`config.mk`:
```
export PLATFORM = sky130hd
export DESIGN_NAME = uart_rx_sniffer
export DESIGN_NICKNAME = d
export VERILOG_FILES = /design/src/rtl/uart_rx_sniffer.sv
export SDC_FILE = /design/constraint.sdc
export NUM_CORES = 1
export LEC_CHECK = 0
export BUFFER_PORTS_ARGS = -buffer_cell sky130_fd_sc_hd__buf_2
export CAP_MARGIN = 40
export CORE_UTILIZATION = 50
export CTS_CLUSTER_SIZE = 25
export DETAILED_ROUTE_END_ITERATION = 8
export GPL_ROUTABILITY_DRIVEN = 0
export PLACE_DENSITY = 0.7
export SLEW_MARGIN = 25
export SYNTH_ARGS = -nofsm -noshare
export SYNTH_HDL_FRONTEND = slang
export SYNTH_HIERARCHICAL = 1
export SYNTH_SLANG_ARGS = --single-unit
```
`constraint.sdc`:
```
create_clock -name clk -period 6.6 [get_ports clk]
set_clock_uncertainty 0.1 [all_clocks]
set_input_delay 0 -clock clk [delete_from_list [all_inputs] [get_ports clk]]
set_output_delay 0 -clock clk [all_outputs]
set_load 0.005 [all_outputs]
```
`src/rtl/uart_rx_sniffer.sv`:
```
// Show-ahead byte FIFO used by the UART sniffer.
// Latency: an entry written on one edge is visible at the read side the next cycle.
// Backpressure: wr_rdy drops when full, unless a pop happens in the same cycle.
module uart_rx_sniffer_fifo #(
    parameter int WIDTH = 8,
    parameter int DEPTH = 4
) (
    input  logic             clk,
    input  logic             reset,
    input  logic             wr_vld,
    output logic             wr_rdy,
    input  logic [WIDTH-1:0] wr_dat,
    output logic             rd_vld,
    input  logic             rd_rdy,
    output logic [WIDTH-1:0] rd_dat
);
    localparam int AW = $clog2(DEPTH);

    logic [WIDTH-1:0] mem [DEPTH];
    logic [AW-1:0]    wr_ptr;
    logic [AW-1:0]    rd_ptr;
    logic [AW:0]      occ;
    logic             push;
    logic             pop;

    assign rd_vld = (occ != '0);
    assign pop    = rd_vld & rd_rdy;
    // A pop frees the slot the push needs, so push+pop while full is allowed.
    assign wr_rdy = (occ != (AW+1)'(DEPTH)) | pop;
    assign push   = wr_vld & wr_rdy;
    // Head is forced to zero while empty so the output is defined out of reset.
    assign rd_dat = rd_vld ? mem[rd_ptr] : '0;

    // Pointers wrap naturally because DEPTH is a power of two.
    always_ff @(posedge clk) begin
        if (reset) begin
            wr_ptr <= '0;
            rd_ptr <= '0;
            occ    <= '0;
        end else begin
            if (push) wr_ptr <= wr_ptr + AW'(1);
            if (pop)  rd_ptr <= rd_ptr + AW'(1);
            occ <= occ + {{AW{1'b0}}, push} - {{AW{1'b0}}, pop};
        end
    end

    // Storage needs no reset; the head is masked while empty.
    always_ff @(posedge clk) begin
        if (push) mem[wr_ptr] <= wr_dat;
    end
endmodule

// UART receive sniffer: 8N1-style deserialiser with mid-bit sampling and byte FIFO.
// Latency: byte written DATA_BITS*CLK_DIV + 3*CLK_DIV/2 + 3 cycles after the start edge hits io_rxd.
// Backpressure: io_byte_ready stalls the FIFO; a good frame arriving while full is dropped and flagged.
module uart_rx_sniffer #(
    parameter int CLK_DIV    = 16,
    parameter int DATA_BITS  = 8,
    parameter int FIFO_DEPTH = 4
) (
    input  logic                 clk,
    input  logic                 reset,
    input  logic                 io_rxd,
    input  logic                 io_clear,
    output logic                 io_byte_valid,
    input  logic                 io_byte_ready,
    output logic [DATA_BITS-1:0] io_byte_payload,
    output logic                 io_frame_err,
    output logic                 io_overflow,
    output logic [31:0]          io_rx_count,
    output logic                 io_busy
);
    localparam int CW = $clog2(CLK_DIV);
    localparam int IW = $clog2(DATA_BITS);
    localparam logic [CW-1:0] HALF_LOAD = CW'(CLK_DIV / 2 - 1);
    localparam logic [CW-1:0] FULL_LOAD = CW'(CLK_DIV - 1);
    localparam logic [IW-1:0] LAST_BIT  = IW'(DATA_BITS - 1);

    typedef enum logic [2:0] {
        S_IDLE,
        S_START,
        S_DATA,
        S_STOP,
        S_BREAK
    } state_t;

    state_t               state;
    state_t               state_nxt;
    logic                 rx_meta;
    logic                 rxs;
    logic [1:0]           sync_fill;
    logic                 armed;
    logic [CW-1:0]        baud_cnt;
    logic [IW-1:0]        bit_idx;
    logic [DATA_BITS-1:0] shreg;
    logic                 sample;
    logic                 baud_load;
    logic [CW-1:0]        load_val;
    logic                 shift_en;
    logic                 good_stop;
    logic                 bad_stop;
    logic                 fifo_wr_rdy;

    assign sample = (baud_cnt == '0);

    // Two-flop synchroniser; sync_fill marks when rxs holds a real line sample
    // rather than the post-reset value, so a line held low across reset never arms.
    always_ff @(posedge clk) begin
        if (reset) begin
            rx_meta   <= 1'b1;
            rxs       <= 1'b1;
            sync_fill <= 2'b00;
        end else begin
            rx_meta   <= io_rxd;
            rxs       <= rx_meta;
            sync_fill <= {sync_fill[0], 1'b1};
        end
    end

    // FSM state register.
    always_ff @(posedge clk) begin
        if (reset) state <= S_IDLE;
        else       state <= state_nxt;
    end

    // FSM next-state logic.
    always_comb begin
        state_nxt = state;
        case (state)
            S_IDLE:  if (armed && !rxs) state_nxt = S_START;
            S_START: if (sample) state_nxt = rxs ? S_IDLE : S_DATA;
            S_DATA:  if (sample && (bit_idx == LAST_BIT)) state_nxt = S_STOP;
            S_STOP:  if (sample) state_nxt = rxs ? S_IDLE : S_BREAK;
            S_BREAK: if (rxs) state_nxt = S_IDLE;
            default: state_nxt = S_IDLE;
        endcase
    end

    // FSM outputs: baud reloads, shift strobe, stop-bit verdict, busy.
    always_comb begin
        baud_load = 1'b0;
        load_val  = FULL_LOAD;
        shift_en  = 1'b0;
        good_stop = 1'b0;
        bad_stop  = 1'b0;
        io_busy   = 1'b1;
        case (state)
            S_IDLE: begin
                io_busy = 1'b0;
                if (armed && !rxs) begin
                    baud_load = 1'b1;
                    load_val  = HALF_LOAD;
                end
            end
            S_START: if (sample && !rxs) baud_load = 1'b1;
            S_DATA: begin
                if (sample) begin
                    shift_en  = 1'b1;
                    baud_load = 1'b1;
                end
            end
            S_STOP: begin
                if (sample) begin
                    good_stop = rxs;
                    bad_stop  = !rxs;
                end
            end
            default: ;
        endcase
    end

    // Baud counter, bit index, shift register and arming flag.
    always_ff @(posedge clk) begin
        if (reset) begin
            baud_cnt <= '0;
            bit_idx  <= '0;
            shreg    <= '0;
            armed    <= 1'b0;
        end else begin
            baud_cnt <= baud_load ? load_val : baud_cnt - CW'(1);
            if (shift_en) begin
                bit_idx <= bit_idx + IW'(1);
                shreg   <= {rxs, shreg[DATA_BITS-1:1]};
            end else if (state != S_DATA) begin
                bit_idx <= '0;
            end
            if ((state == S_IDLE) && rxs && sync_fill[1]) armed <= 1'b1;
        end
    end

    // Status: frame-error pulse, sticky overflow and frame counter; clear wins.
    always_ff @(posedge clk) begin
        if (reset) begin
            io_frame_err <= 1'b0;
            io_overflow  <= 1'b0;
            io_rx_count  <= '0;
        end else begin
            io_frame_err <= bad_stop;
            if (io_clear) begin
                io_overflow <= 1'b0;
                io_rx_count <= '0;
            end else begin
                if (good_stop) io_rx_count <= io_rx_count + 32'd1;
                if (good_stop && !fifo_wr_rdy) io_overflow <= 1'b1;
            end
        end
    end

    uart_rx_sniffer_fifo #(
        .WIDTH (DATA_BITS),
        .DEPTH (FIFO_DEPTH)
    ) u_fifo (
        .clk    (clk),
        .reset  (reset),
        .wr_vld (good_stop),
        .wr_rdy (fifo_wr_rdy),
        .wr_dat (shreg),
        .rd_vld (io_byte_valid),
        .rd_rdy (io_byte_ready),
        .rd_dat (io_byte_payload)
    );
endmodule

```
==> flow_summary.ini <==
[status]
outcome = complete, no violations

[routing]
post_drt_wl_per_cell_um = 14.9
topRoutingLayerUsed = met4
postRouteAntennaNets = 0
dr_total_vias = 3100
drt_pass1_iterations = 4
met3RoutedLength_um = 356
wirelength_um = 8070
met2_wirelength_um = 3760
drt-met1-wl_um = 3830
routed_via_density = 5.72
drt_iter0_drc = 159
route.detailed.drc = 0

[yosys]
most_numerous_cell_in_the_yosys_netlist = sky130_fd_sc_hd__dfxtp_1
synth_enable_flop_cells = 32
postSynthAreaPerCell_sq_um = 10.9
post-synth-top-area-cell = sky130_fd_sc_hd__dfxtp_1
ys_top_cells_by_area = sky130_fd_sc_hd__dfxtp_1 31%, sky130_fd_sc_hd__edfxtp_1 23%, sky130_fd_sc_hd__mux4_2 4.2%, sky130_fd_sc_hd__a21oi_1 4.0%, sky130_fd_sc_hd__o31ai_1 3.5%
mappedNetlistArea_sq_um = 4260
async_set_or_reset_register_ratio_after_synthesis_pct = 0
synthTopCellsByCount = 66 x sky130_fd_sc_hd__dfxtp_1, 34 x sky130_fd_sc_hd__a21oi_1, 32 x sky130_fd_sc_hd__edfxtp_1
synth_fp_nets = 407
ys.flop_type = sky130_fd_sc_hd__dfxtp_1
synthCells = 391
ys_seq_elements = 98
synth.yosys.warnings = 6
synth_sequential_area_ratio_pct = 53.5
synth.distinct_cells = 52
yosys.area.top_type_share_pct = 31.0

[setup_path]
cp-start-kind = flop
worst_r2r_endpoint = u_fifo/occ[2]$_SDFF_PP0_
worst-path-max-fanout = 11
timing.rr.start = baud_cnt[0]$_SDFF_PP0_
ff2ff_setup_slack_ps = 3390
critPathCaptureType = flop
critical_path_class = flop to flop
r2r_cells = 15
critical_path_rt_ps = 6780
crit_arrival_ps = 3390

[global_route]
antenna_found_initial = 0
grt_overflow = 0
grt_use_total_pct = 19.5
grt_max_degree = 34
grt_first_pass_wirelength_um = 13400
first_global_vias = 2782

[layout]
area_growth_syn_to_layout_pct = 12.1
finalNonFillerCells = 542
num_antenna_cells = 0
fin_area_sq_um = 4780
design.final.nets = 448
sequential_cell_area_sq_um = 2280
post_route_cells_drive_above_1_share_pct = 20.4
multiInputGateArea_sq_um = 1820
fillerInstances = 706

[clocking]
cts_tree = yes
cts.reportedPaths.clkPinSlew_ps = 110
postCtsSetupBuffers = 0
cts_max_level = 3
cts_made_buffers = 9
worst_skew_pair.late_latency_ps = 360
number_of_buffers_on_the_longest_clock_path = 2
clock_tree.root_cell = sky130_fd_sc_hd__clkbuf_8
numClockSinks = 98

[floorplanning]
start_util_pct = 51.9
pin_count = 49
rows = 33
dieHeight_um = 94.4
die-width_um = 94.4
die_area_sq_um = 8900
design.core.area_sq_um = 8220

[sta]
report.final.slew_viol_count = 0
finalWorstPathRequiredPeriod_ps = 3210
holdWs_ps = 248
hold_viol_final = 0
period_share_pct = 48.6
maxClockFrequency_mhz = 312
rsz0062_at_grt = false
setup_viol = 0
tns_ps = 0
worst-slew-pin-transition_ps = 741
slew-limit-headroom_pct = 50.4
setup_slack_of_the_critical_path_after_layout_ps = 3390

[worst_hold_path]
min-delay-path-class = input port to flop
min_from = io_rxd
min_delay_worst_endpoint = rx_meta$_SDFF_PP1_
hold_path_depth = 3

[power]
power.leakage_nw = 1.80
cellPowerDensity_nw_per_um2 = 263
max-vdd-ir-drop_mv = 0.135

[placement]
place_inst = 522
dpl.hpwl_um = 5420
dpl_worst_slack_ps = 3420
place.port_buffers = 48
post_dp_cell_area_sq_um = 4540

[job]
max-cap-violations = 0
==> worst max-delay path, stage by stage (launching register included) <==
cell	delay (ps)
sky130_fd_sc_hd__dfxtp_1	340
sky130_fd_sc_hd__inv_1	60
sky130_fd_sc_hd__ha_1	180
sky130_fd_sc_hd__and4bb_2	370
sky130_fd_sc_hd__nand3_1	250
sky130_fd_sc_hd__inv_1	230
sky130_fd_sc_hd__and2_4	180
sky130_fd_sc_hd__inv_1	40
sky130_fd_sc_hd__ha_1	270
sky130_fd_sc_hd__inv_1	60
sky130_fd_sc_hd__ha_1	130
sky130_fd_sc_hd__inv_1	40
sky130_fd_sc_hd__fa_1	370
sky130_fd_sc_hd__xor2_1	160
sky130_fd_sc_hd__and2_1	170
sky130_fd_sc_hd__nor3_1	160
==> power breakdown <==
part / switching (mW) / internal [mW]
Clock: 0.239 / 0.152
Sequential: 0.0361 / 0.641
Combinational: 0.0867 / 0.105
Total: 0.361 / 0.898
==> stage by stage <==
step,power (mW),utilization [%]
after global routing,1.33,58.2
after floorplan,0.829,-
after global placement,0.875,55.1
final,1.26,58.2
after CTS,1.27,58.2
after detailed placement,0.885,55.2
==> how the worst max path moves through the flow <==
stage | slack [ps] | startpoint | to
after floorplan | 3740 | baud_cnt[0]$_SDFF_PP0_ | u_fifo/occ[2]$_SDFF_PP0_
after global placement | 3600 | baud_cnt[0]$_SDFF_PP0_ | u_fifo/occ[2]$_SDFF_PP0_
after detailed placement | 3420 | baud_cnt[0]$_SDFF_PP0_ | u_fifo/occ[2]$_SDFF_PP0_
after CTS | 3400 | baud_cnt[0]$_SDFF_PP0_ | u_fifo/occ[2]$_SDFF_PP0_
after global routing | 3090 | baud_cnt[0]$_SDFF_PP0_ | u_fifo/occ[2]$_SDFF_PP0_
final | 3390 | baud_cnt[0]$_SDFF_PP0_ | u_fifo/occ[2]$_SDFF_PP0_
==> sequential cells by signal, indices dropped and copies added (netlist names), named ones only <==
register and cells:
armed 1, baud_cnt 4, bit_idx 3, io_frame_err 1, io_overflow 1, io_rx_count 32
rx_meta 1, rxs 1, shreg 8, state 3, sync_fill 2, u_fifo/mem 32
u_fifo/occ 3, u_fifo/rd_ptr 2, u_fifo/wr_ptr 2
==> layer usage <==
| metal | global-route usage, % | vias up |
|---|---|---|
| met4 | 8.21 | 0 |
| met2 | 31.3 | 62 |
| met3 | 3.70 | 10 |
| met5 | 0 | - |
| li1 | - | 1553 |
| met1 | 25.9 | 1475 |
==> kinds of logic after synthesis <==
| group | synth area share, % |
|---|---|
| simple gates | 20.1 |
| flops | 53.5 |
| compound gates | 10.4 |
| buf+inv | 3.87 |
| mux | 7.04 |
| fa+ha+maj | 3.40 |
| xor+xnor | 1.64 |
==> cell usage in the layout, fill, tap and decap left out, drive strengths merged, types with 8 or more instances in the layout <==
| cell type | count |
|---|---|
| or4 | 21 |
| o21ai | 12 |
| nor2 | 27 |
| clkbuf | 9 |
| mux2i | 12 |
| o31ai | 21 |
| nand3 | 12 |
| nor2b | 11 |
| ha | 10 |
| mux4 | 8 |
| or3 | 11 |
| buf | 48 |
| inv | 20 |
| nand4 | 11 |
| nand2 | 15 |
| edfxtp | 32 |
| a21oi | 34 |
| dfxtp | 66 |
| and3 | 8 |
==> layout make-up <==
| cell class | instances | area share (%) |
|---|---|---|
| Clock buffer | 9 | 2.59 |
| Clock inverter | 7 | 1.70 |
| Inverter | 16 | 1.26 |
| Multi-Input combinational cell | 255 | 38.1 |
| Sequential cell | 98 | 47.7 |
| Tap cell | 105 | 2.75 |
| Timing Repair Buffer | 52 | 5.86 |
==> repair_timing <==
action                                 in CTS  in global routing
hold buffers                                4                  0
resized for setup                           0                  0
endpoints found under the hold margin      13                  0
No activity file was read; power rests on OpenSTA's default activity.
